==> src/rtl/center_pkg.sv <==
// Shared types and constants for the centre-derivative reconstruction path.
// C_DEFAULT is shared with the derivative stage so both ends divide/multiply by one constant.
package center_pkg;

  typedef enum logic [1:0] {IDLE, DIV, ACC} state_t;

  localparam int NBITS_DEFAULT = 2;
  localparam int OBITS_DEFAULT = 9;
  localparam int DIV_CYCLES    = OBITS_DEFAULT + 1;
  localparam logic [7:0] C_DEFAULT = 8'd180;

endpackage

==> src/rtl/center_integrator_divider.sv <==
// Multi-cycle restoring divider: one quotient bit per clock, MSB first.
// The dividend register shifts out dividend bits and shifts in quotient bits.
module seq_divider #(
  parameter int DW = 10
) (
  input  logic          clk,
  input  logic          rst,
  input  logic          start,
  input  logic [DW-1:0] dividend,
  input  logic [7:0]    divisor,
  output logic          last,
  output logic [DW-1:0] quotient,
  output logic [8:0]    remainder
);

  localparam int CW = $clog2(DW + 1);

  logic [CW-1:0] cnt;
  logic [8:0]    rem_sh;
  logic          fits;

  // Remainder stays below divisor (<= 255), so bit 8 is always clear before the shift.
  assign rem_sh = {remainder[7:0], quotient[DW-1]};
  assign fits   = (rem_sh >= {1'b0, divisor});
  assign last   = (cnt == CW'(1));

  always_ff @(posedge clk) begin
    if (rst) begin
      cnt       <= '0;
      quotient  <= '0;
      remainder <= '0;
    end else if (start) begin
      cnt       <= CW'(DW);
      quotient  <= dividend;
      remainder <= '0;
    end else if (cnt != '0) begin
      remainder <= fits ? (rem_sh - {1'b0, divisor}) : rem_sh;
      quotient  <= {quotient[DW-2:0], fits};
      cnt       <= cnt - CW'(1);
    end
  end

endmodule

==> src/rtl/center_integrator.sv <==
// Reconstructs x[n] from scaled first differences: divide by C, then accumulate mod 2^(Nbits+1).
// One sample in flight at a time; out_valid strobes once per accepted sample.
module center_integrator
  import center_pkg::*;
#(
  parameter int         Nbits = NBITS_DEFAULT,
  parameter int         Obits = OBITS_DEFAULT,
  parameter logic [7:0] C     = C_DEFAULT
) (
  input  logic           clk,
  input  logic           rst,
  input  logic [Obits:0] in_der,
  input  logic           in_valid,
  output logic           in_ready,
  input  logic           init_load,
  input  logic [Nbits:0] init_val,
  output logic [Nbits:0] out_sig,
  output logic           out_valid,
  output logic           rem_err
);

  state_t         state, state_nxt;
  logic           div_start;
  logic           div_last;
  logic [Obits:0] div_q;
  logic [8:0]     div_rem;
  logic           unused_q_hi;

  seq_divider #(.DW(Obits + 1)) u_div (
    .clk       (clk),
    .rst       (rst),
    .start     (div_start),
    .dividend  (in_der),
    .divisor   (C),
    .last      (div_last),
    .quotient  (div_q),
    .remainder (div_rem)
  );

  // Quotient bits above Nbits wrap away, mirroring the forward stage's modular subtract.
  assign unused_q_hi = ^div_q[Obits:Nbits+1];

  always_comb begin
    state_nxt = state;
    in_ready  = 1'b0;
    div_start = 1'b0;
    case (state)
      IDLE: begin
        in_ready = 1'b1;
        if (in_valid) begin
          div_start = 1'b1;
          state_nxt = DIV;
        end
      end
      DIV:     if (div_last) state_nxt = ACC;
      ACC:     state_nxt = IDLE;
      default: state_nxt = IDLE;
    endcase
  end

  always_ff @(posedge clk) begin
    if (rst) begin
      state     <= IDLE;
      out_sig   <= '0;
      out_valid <= 1'b0;
      rem_err   <= 1'b0;
    end else begin
      state     <= state_nxt;
      out_valid <= (state == ACC);
      if (state == ACC) rem_err <= (div_rem != '0);
      // A preset on the ACC edge overrides that sample's delta.
      if (init_load)          out_sig <= init_val;
      else if (state == ACC)  out_sig <= out_sig + div_q[Nbits:0];
    end
  end

endmodule

==> config.mk <==
export PLATFORM = sky130hd
export DESIGN_NAME = center_integrator
export DESIGN_NICKNAME = d
export VERILOG_FILES = /design/src/rtl/center_pkg.sv /design/src/rtl/center_integrator_divider.sv /design/src/rtl/center_integrator.sv
export SDC_FILE = /design/constraint.sdc
export NUM_CORES = 1
export LEC_CHECK = 0
export ABC_AREA = 0
export CAP_MARGIN = 5
export CORE_MARGIN = 2
export CORE_UTILIZATION = 55
export CTS_BUF_LIST = sky130_fd_sc_hd__clkbuf_2 sky130_fd_sc_hd__clkbuf_4 sky130_fd_sc_hd__clkbuf_8
export CTS_CLUSTER_DIAMETER = 120
export DETAILED_ROUTE_END_ITERATION = 8
export PLACE_DENSITY = 0.88
export SETUP_SLACK_MARGIN = 0.4
export SYNTH_ARGS = -nofsm -noshare
export SYNTH_HDL_FRONTEND = slang
export SYNTH_SLANG_ARGS = --single-unit
==> constraint.sdc <==
create_clock -name clk -period 2 [get_ports clk]
set_input_delay 0.4 -clock clk [delete_from_list [all_inputs] [get_ports clk]]
set_output_delay 0.4 -clock clk [all_outputs]
set_load 0.01 [all_outputs]
; Yosys cells after proc, flatten, opt, wreduce, memory -nomap -nowiden
; Cells that the tools add are included.
[totals]
register_bits = 30
elab_cells = 37
output_inout_bits = 6
in_bits = 17
[op_classes]
addsub = 3
n_lt_le_gt_ge = 1
n_mux = 13
n_eq_ne = 5
reduce_logical = 7
[ops]
columns = cell, n
row1 = $mux 10, 2
row2 = $ge 9x8->1 const B, 1
row3 = $mux 9, 1
row4 = $reduce_bool 9->1, 1
row5 = $sub 9x8->9 const B, 1
row6 = $mux 4, 2
row7 = $mux 3, 2
row8 = $eq 4x1->1 const B, 1
row9 = $mux 2, 2
row10 = $ne 2x2->1 const B, 2
row11 = $pmux 2 s2, 1
row12 = $reduce_bool 2->1, 2
row13 = $reduce_bool 4->1, 1
row14 = $sub 4x1->4 const B, 1
row15 = $add 3x3->3, 1
row16 = $mux 1, 3
row17 = $eq 2x1->1 const B, 1
row18 = $eq 2x2->1 const B, 1
row19 = $logic_not 2->1, 1
row20 = $reduce_and 2->1, 1
row21 = $reduce_or 2->1, 1

; Longest topological paths before layout
; Gate-level depths: netlist (run 1).
[logic_depth]
word_depth = 3
depth_mapped = 6
ltp_nobuf = 6

; Modules after synthesis
; From an unflattened synthesis (run 1), not the netlist that was laid out.
[hier_totals]
hier_cells = 238
hier_area_um2 = 1830.5
[by_module_without_submodules]
columns = module, n_inst, seq_area_each_um2, cells_per_inst, area_each_um2
row1 = seq_divider, 1, 460.4, 200, 1481.4
row2 = center_integrator, 1, 140.1, 38, 349.1

; Worst setup path after synthesis (run 1)
; OpenSTA, ideal clock, no wires.
[synth_timing]
path_kind = register to register
from = register u_div.remainder[2]
to = register u_div.remainder[4]
path_buffers = 0
slack_ns = 0.301
path_stages_with_launch = 7
t_required_ns = 1.868
t_arrival_ns = 1.567
setup_time_ns = 0.132
synth_period_minus_slack_ns = 1.699
path_cell_list = dfxtp_1 > inv_1 > ha_1 > or4b_4 > a2111oi_4 > xnor2_1 > a21oi_1
[synth_via]
elab_chain_cells = 2
elab_cells_between_ends = 3
classes_between = 1 x add/sub / 1 x order compare / 1 x mux
[synth_lines]
columns = element, line_no
row1 = "start, declared", center_integrator_divider.sv:13  ; output logic [8:0] remainder
row2 = "start signal, assigned", center_integrator_divider.sv:37  ; remainder <= fits ? (rem_sh - {1'b0, divisor}) : rem_sh;
row3 = $sub 9x8->9 / $ge 9x8->1 (equally long branches), "center_integrator_divider.sv:37, center_integrator_divider.sv:24"
row4 = $mux 9 (*), center_integrator_divider.sv:37
; Every way passes the cells marked *; elsewhere a longest branch is shown, timed or not.
; A chain may end at the register's enable or synchronous reset.

; Worst setup path after layout (run 1)
[layout_timing]
from = register u_div.remainder[2]
to = register u_div.remainder[2]
[layout_via]
elab_chain_cells = 2
[layout_lines]
columns = element, line_no
row1 = $ge 9x8->1, center_integrator_divider.sv:24  ; assign fits = (rem_sh >= {1'b0, divisor});
row2 = $mux 9, center_integrator_divider.sv:37
; Every way passes these cells.

==> impl_metrics.env, run 1 <==
export IMPL_clk_latency_ns=0.33
export IMPL_crit_start="u_div.remainder[2]$_SDFFE_PP0P_"
export IMPL_reg2reg_from="u_div.remainder[2]$_SDFFE_PP0P_"
export IMPL_cp_max_fo=5
export IMPL_cap_violations=0
export IMPL_firstDrtPassIters=4
export IMPL_setup_ws_ns=0.2323
export IMPL_grt_total_usage_pct=28.23
export IMPL_skew_ns=0.005465
export IMPL_dpl_instance_area_um2=1768
export IMPL_hold_end="u_div.quotient[5]$_SDFFE_PP0P_"
export IMPL_power_density_nw_per_um2=683.9
export IMPL_fin_util_pct=79.12
export IMPL_p_leak_nw=0.7489
export IMPL_worst_slew_pin_transition_ns=0.5169
export IMPL_grt_pass1_wl_um=6886
export IMPL_finalHoldViolCount=0
export IMPL_ant_nets=0
export IMPL_insertedDiodeCount=0
export IMPL_routed_wl_um=4071
export IMPL_start_util_pct=59.57
export IMPL_ioPinCount=23
export IMPL_dpl_worst_slack_ns=0.007063
export IMPL_syn_to_final_growth_pct=32.81
export IMPL_critPathLaunchType="register"
export IMPL_hold_buffers=0
export IMPL_fp_dieW_um=56.27
export IMPL_fmax_mhz=565.7
export IMPL_grt_overflow_total=0
export IMPL_tns_ns=0
export IMPL_dieArea_um2=3166
export IMPL_critPathKind="register to register"
export IMPL_portBuffers=22
export IMPL_ctsRootBufferMaster="clkbuf_4"
export IMPL_endpoint_kind="register"
export IMPL_setup_viol=0
export IMPL_cts_sinks=30
export IMPL_hold_class="register to register"
export IMPL_syn_area_per_cell_um2=8.167
export IMPL_hp_start="u_div.quotient[5]$_SDFFE_PP0P_"
export IMPL_clk_pin_slew_worst_paths_ns=0.09
export IMPL_dp_hpwl_um=2555
export IMPL_finalCriticalPeriod_ns=1.768
export IMPL_final_max_slew_violation_count=0
export IMPL_synth_area_um2=1503
export IMPL_post_drt_wl_per_cell_um=16.55
export IMPL_ys_seq_elements=30
export IMPL_combPwrFrac_pct=21.0
export IMPL_via_per_inst=6.354
export IMPL_min_delay_path_depth=2
export IMPL_p_seq_share_pct=50.4
export IMPL_final_common_cell="nand2_1"
export IMPL_ir_worst_vdd_uv=657.0
export IMPL_drive_gt1_share_pct=23.61
export IMPL_antenna_found_initial=0
export IMPL_final_area_um2=1996
export IMPL_die_height_um=56.27
export IMPL_ys_warn_count=0
export IMPL_h_tree_depth=2
export IMPL_drt_iter0_drc=82
export IMPL_status="finished, final reports clean"
export IMPL_sw_frac_of_total_pct=30.29
export IMPL_power_share_clock_pct=28.7
export IMPL_rr_worst_depth=6
export IMPL_max_clock_path_buffers=2
export IMPL_cp_required_ns=2.21
export IMPL_min_period_over_period_pct=88.38
export IMPL_critPathArrivalTime_ns=1.98
export IMPL_yosysUniqueCellTypes=38
export IMPL_p_sw_mw=0.4134
export IMPL_placementRows=18
export IMPL_numCtsBuffers=5
export IMPL_layout_common_cells="34 x nand2_1, 23 x dfxtp_1, 19 x nor2_1, 16 x clkdlybuf4s50_1, 14 x buf_4"
export IMPL_grt_max_degree=23
export IMPL_drc=0
export IMPL_syn_nets=205
export IMPL_grt_pass1_vias=1446
export IMPL_ys_seq_area_share_pct=39.97
export IMPL_gp_congestion=0.8478
export IMPL_grt_setup_unrepaired="true"
export IMPL_syn_instance_count=184
export IMPL_power_internal_mw=0.9515
export IMPL_num_vias=1563
export IMPL_cts_tree="done"
export IMPL_r2r_end="u_div.remainder[2]$_SDFFE_PP0P_"
export IMPL_core_um2=2522
export IMPL_rrSetupSlack_ns=0.23
export IMPL_max_slew_margin_rel_pct=65.47
export IMPL_final_nets=236
## worst max path at each step
| stage | endpoint | slack (ns) | cells past startpoint |
|---|---|---|---|
| global placement | u_div.remainder[2]$_SDFFE_PP0P_ | 0.10 | 5 |
| detailed placement | u_div.remainder[2]$_SDFFE_PP0P_ | 0.007 | 5 |
| finish | u_div.remainder[2]$_SDFFE_PP0P_ | 0.23 | 6 |
| CTS | u_div.remainder[2]$_SDFFE_PP0P_ | 0.25 | 6 |
| floorplan | u_div.remainder[4]$_SDFFE_PP0P_ | 0.33 | 6 |
| global route | u_div.remainder[2]$_SDFFE_PP0P_ | 0.20 | 6 |
## metrics by stage
step,hold WS (ns),cells,power (mW)
5_1_grt,0.5084,246,1.431
4_1_cts,0.4876,244,1.352
2_1_floorplan,0.4449,184,0.8470
6_report,0.4910,246,1.365
3_5_place_dp,0.4745,230,0.9586
3_3_place_gp,0.4644,230,0.9429
## final cells by class
type                    count  area (µm²)
repair buffers             37       332.8
well taps                  30       37.54
flip-flops and latches     30       614.3
fillers                   164       526.8
inverters                   6       27.53
clock inverters             1       5.005
multi-input cells         135       919.6
clock buffers               7       58.81
## critical path: stages (launching register included)
cell	delay, ns
dfxtp_4	0.36
inv_4	0.06
ha_4	0.11
or4b_4	0.51
a211oi_4	0.33
or4_4	0.19
o211ai_1	0.08
## power groups by stage
| stage | Clock (mW) | Combinational, mW | Sequential [mW] |
|---|---|---|---|
| detailed placement | 0 | 0.264 | 0.695 |
| floorplan | 0 | 0.166 | 0.681 |
| global placement | 0 | 0.250 | 0.692 |
| global route | 0.427 | 0.310 | 0.694 |
| finish | 0.391 | 0.286 | 0.687 |
| CTS | 0.398 | 0.272 | 0.682 |
## cell usage after synthesis, drive strengths merged
| master | instances | share of area (%) |
|---|---|---|
| a2111oi | 1 | 1.8 |
| or4b | 2 | 1.6 |
| o21ai | 7 | 2.3 |
| a311oi | 9 | 5.2 |
| nor3b | 1 | 0.50 |
| o221ai | 1 | 0.58 |
| nor2b | 2 | 0.83 |
| o31ai | 1 | 0.50 |
| a21oi | 12 | 4.0 |
| nand3 | 6 | 2.0 |
| nor3 | 3 | 1.0 |
| a22oi | 1 | 0.50 |
| buf | 3 | 1.0 |
| o211ai | 2 | 1.0 |
| xor2 | 2 | 1.2 |
| xnor2 | 1 | 0.58 |
| o22ai | 2 | 0.83 |
| nor4 | 3 | 1.7 |
| a211oi | 3 | 2.2 |
| ha | 3 | 2.5 |
| or2 | 1 | 0.42 |
| a311o | 1 | 0.67 |
| nor4b | 2 | 1.2 |
| clkbuf | 10 | 2.5 |
| o32ai | 1 | 0.58 |
| nand2 | 34 | 8.5 |
| nor2 | 20 | 5.0 |
| mux2 | 2 | 1.5 |
| dfxtp | 30 | 40 |
| nand4 | 3 | 1.2 |
| a31oi | 2 | 0.83 |
| nand3b | 3 | 1.5 |
| inv | 6 | 1.5 |
| or4 | 3 | 1.5 |
| fa | 1 | 1.3 |
## what timing repair did
item                                    CTS  global route
buffers inserted                          6             2
pin swaps                                 5             8
endpoints found under the setup margin   14            10
gates resized for setup                  19            14
## routing by layer
layer / up-vias / routed length (µm) / GRT usage, % / share of wire [%]
li1: 726 / - / - / -
met1: 749 / 1626 / 35.21 / 40
met2: 75 / 2045 / 44.71 / 50
met3: 13 / 308 / 7.834 / 7.6
met4: 0 / 90 / 13.95 / 2.2
met5: - / 0 / 0 / 0
## sequential cells by signal (all words and copies together), names as in the netlist
| register | count |
|---|---|
| out_sig | 3 |
| out_valid | 1 |
| u_div.quotient | 10 |
| rem_err | 1 |
| state | 2 |
| u_div.cnt | 4 |
| u_div.remainder | 9 |
## cell families (layout without fill, tap and decap cells)
| group | Yosys count | in the layout | share of synthesized area [%] |
|---|---|---|---|
| simple gates | 83 | 83 | 26.89 |
| compound gates | 43 | 43 | 21.07 |
| flops | 30 | 30 | 39.97 |
| buf+inv | 19 | 51 | 4.996 |
| fa+ha+maj | 4 | 4 | 3.830 |
| xor+xnor | 3 | 3 | 1.749 |
| mux | 2 | 2 | 1.499 |
(Power assumes the default switching activity.)
==> inputs of run 2 (changes only) <==
- clock period: 2 -> 1.86 ns (I/O delays scaled with it)
==> run 2 against run 1 <==
Against the previous run:
- the run now ends with negative setup slack left
- routed wire length up 38%
- cell area up 9.6%
- register-to-register slack worse by 0.27 ns
- clock skew up 0.019 ns
- cell count up 5.3%
- non-clock buffer count up 13
- critical endpoint unchanged
- largest power group unchanged
- highest routed layer unchanged
==> impl_metrics.env, run 2 (same netlist as run 1, synthesis figures left out) <==
export IMPL_regMostFlops="u_div.quotient"
export IMPL_power_share_clock_pct=27.5
export IMPL_grt_total_usage_pct=27.59
export IMPL_grt_overflow_total=0
export IMPL_ioPinCount=23
export IMPL_grt_max_degree=21
export IMPL_power_internal_mw=1.070
export IMPL_final_common_cell="nand2_1"
export IMPL_ir_worst_vdd_uv=869.7
export IMPL_min_period_over_period_pct=102.1
export IMPL_critPathKind="register to register"
export IMPL_grt_pass1_vias=1460
export IMPL_fp_dieW_um=56.27
export IMPL_power_density_nw_per_um2=732.0
export IMPL_final_max_slew_violation_count=0
export IMPL_rr_worst_depth=6
export IMPL_die_height_um=56.27
export IMPL_endpoint_kind="register"
export IMPL_portBuffers=22
export IMPL_drive_gt1_share_pct=32.75
export IMPL_worst_slew_pin_transition_ns=0.4745
export IMPL_cts_sinks=30
export IMPL_critPathArrivalTime_ns=2.15
export IMPL_hold_buffers=0
export IMPL_gp_congestion=0.8562
export IMPL_ctsRootBufferMaster="clkbuf_4"
export IMPL_p_seq_share_pct=46.3
export IMPL_min_delay_path_depth=2
export IMPL_syn_to_final_growth_pct=45.55
export IMPL_setup_ws_ns=-0.03836
export IMPL_drt_iter0_drc=162
export IMPL_whs_ns=0.4877
export IMPL_clk_pin_slew_worst_paths_ns=0.10
export IMPL_cp_max_fo=5
export IMPL_dieArea_um2=3166
export IMPL_violations="negative setup slack"
export IMPL_final_nets=249
export IMPL_rrSetupSlack_ns=-0.04
export IMPL_top_regs="u_div.quotient (10), u_div.remainder (9), u_div.cnt (4)"
export IMPL_cp_required_ns=2.11
export IMPL_hold_end="u_div.remainder[8]$_SDFFE_PP0P_"
export IMPL_hold_class="register to register"
export IMPL_skew_ns=0.02422
export IMPL_via_per_inst=6.865
export IMPL_finalHoldViolCount=0
export IMPL_fmax_mhz=526.8
export IMPL_ant_nets=0
export IMPL_firstDrtPassIters=6
export IMPL_start_util_pct=59.57
export IMPL_fillers=122
export IMPL_regArea_um2=615.6
export IMPL_dpl_worst_slack_ns=-0.04765
export IMPL_routed_wl_um=5618
export IMPL_grt_pass1_wl_um=6824
export IMPL_largest_reg_flops=10
export IMPL_dp_hpwl_um=2449
export IMPL_drc=0
export IMPL_insertedDiodeCount=0
export IMPL_clk_latency_ns=0.36
export IMPL_core_um2=2522
export IMPL_r2r_end="u_div.remainder[2]$_SDFFE_PP0P_"
export IMPL_critPathLaunchType="register"
export IMPL_p_sw_mw=0.5308
export IMPL_numCtsBuffers=5
export IMPL_hp_start="u_div.remainder[8]$_SDFFE_PP0P_"
export IMPL_grt_setup_unrepaired="true"
export IMPL_num_vias=1778
export IMPL_setup_viol=1
export IMPL_placementRows=18
export IMPL_cts_tree="done"
export IMPL_antenna_found_initial=0
export IMPL_max_clock_path_buffers=2
export IMPL_layout_common_cells="32 x nand2_1, 22 x dfxtp_1, 21 x buf_4, 19 x nor2_1, 16 x clkdlybuf4s50_1"
export IMPL_crit_start="u_div.remainder[2]$_SDFFE_PP0P_"
export IMPL_multi_input_area_um2=974.7
export IMPL_sw_frac_of_total_pct=33.16
export IMPL_status="finished with violations"
export IMPL_finalCriticalPeriod_ns=1.898
export IMPL_cap_violations=0
export IMPL_h_tree_depth=2
export IMPL_max_slew_margin_rel_pct=68.31
export IMPL_reg2reg_from="u_div.remainder[2]$_SDFFE_PP0P_"
export IMPL_p_leak_nw=0.8297
export IMPL_combPwrFrac_pct=26.3
export IMPL_post_drt_wl_per_cell_um=21.69
run 2: worst max-delay path, stage by stage (launching register included):
cell      delay (ns)
dfxtp_4         0.37
clkinv_4        0.06
ha_4            0.12
or4b_4          0.51
a211oi_4        0.40
nand4_1         0.17
o211ai_1        0.17
run 2: worst max-delay path by stage:
| stage | endpoint | slack [ns] | cells after the start |
|---|---|---|---|
| after floorplan | u_div.remainder[4]$_SDFFE_PP0P_ | 0.20 | 6 |
| after global placement | u_div.remainder[2]$_SDFFE_PP0P_ | 0.002 | 5 |
| after detailed placement | u_div.remainder[2]$_SDFFE_PP0P_ | -0.05 | 5 |
| after CTS | u_div.remainder[4]$_SDFFE_PP0P_ | 0.15 | 6 |
| after global routing | u_div.remainder[2]$_SDFFE_PP0P_ | -0.07 | 6 |
| final | u_div.remainder[2]$_SDFFE_PP0P_ | -0.04 | 6 |
run 2: power groups by stage:
stage	Sequential [mW]	Clock (mW)	Combinational [mW]
floorplan	0.733	0	0.179
CTS	0.731	0.430	0.300
detailed placement	0.746	0	0.288
finish	0.741	0.440	0.421
global placement	0.742	0	0.278
global route	0.745	0.469	0.442
run 2: final cells by class:
class | count | share of cell area (%)
clock inverter | 2 | 0.5721
sequential | 30 | 28.15
tap | 30 | 1.716
inverter | 6 | 1.487
multi-input combinational | 135 | 44.57
clock buffer | 6 | 2.346
timing repair buffer | 50 | 21.17
run 2: layer usage:
layer,global-route usage (%),up-vias,share of wire [%]
met4,15.99,0,9.4
li1,-,752,-
met5,0,-,0
met1,33.00,785,34
met3,8.525,69,12
met2,43.53,172,45
run 2: through the flow:
stage	utilization (%)	power, mW	setup TNS [ns]	cell area, µm²	instances
after global routing	86.71	1.656	-0.07446	2187	259
after detailed placement	72.17	1.034	-0.05738	1821	235
after global placement	72.17	1.021	0	1821	235
after floorplan	-	0.9127	0	1519	184
after CTS	79.76	1.461	0	2012	251
final	86.71	1.601	-0.03836	2187	259
run 2: timing repair:
action                                  CTS  global route
setup buffers                             8             7
pin swaps                                10            16
cloned                                    0             1
endpoints found under the setup margin   17            14
resized for setup                        29            24
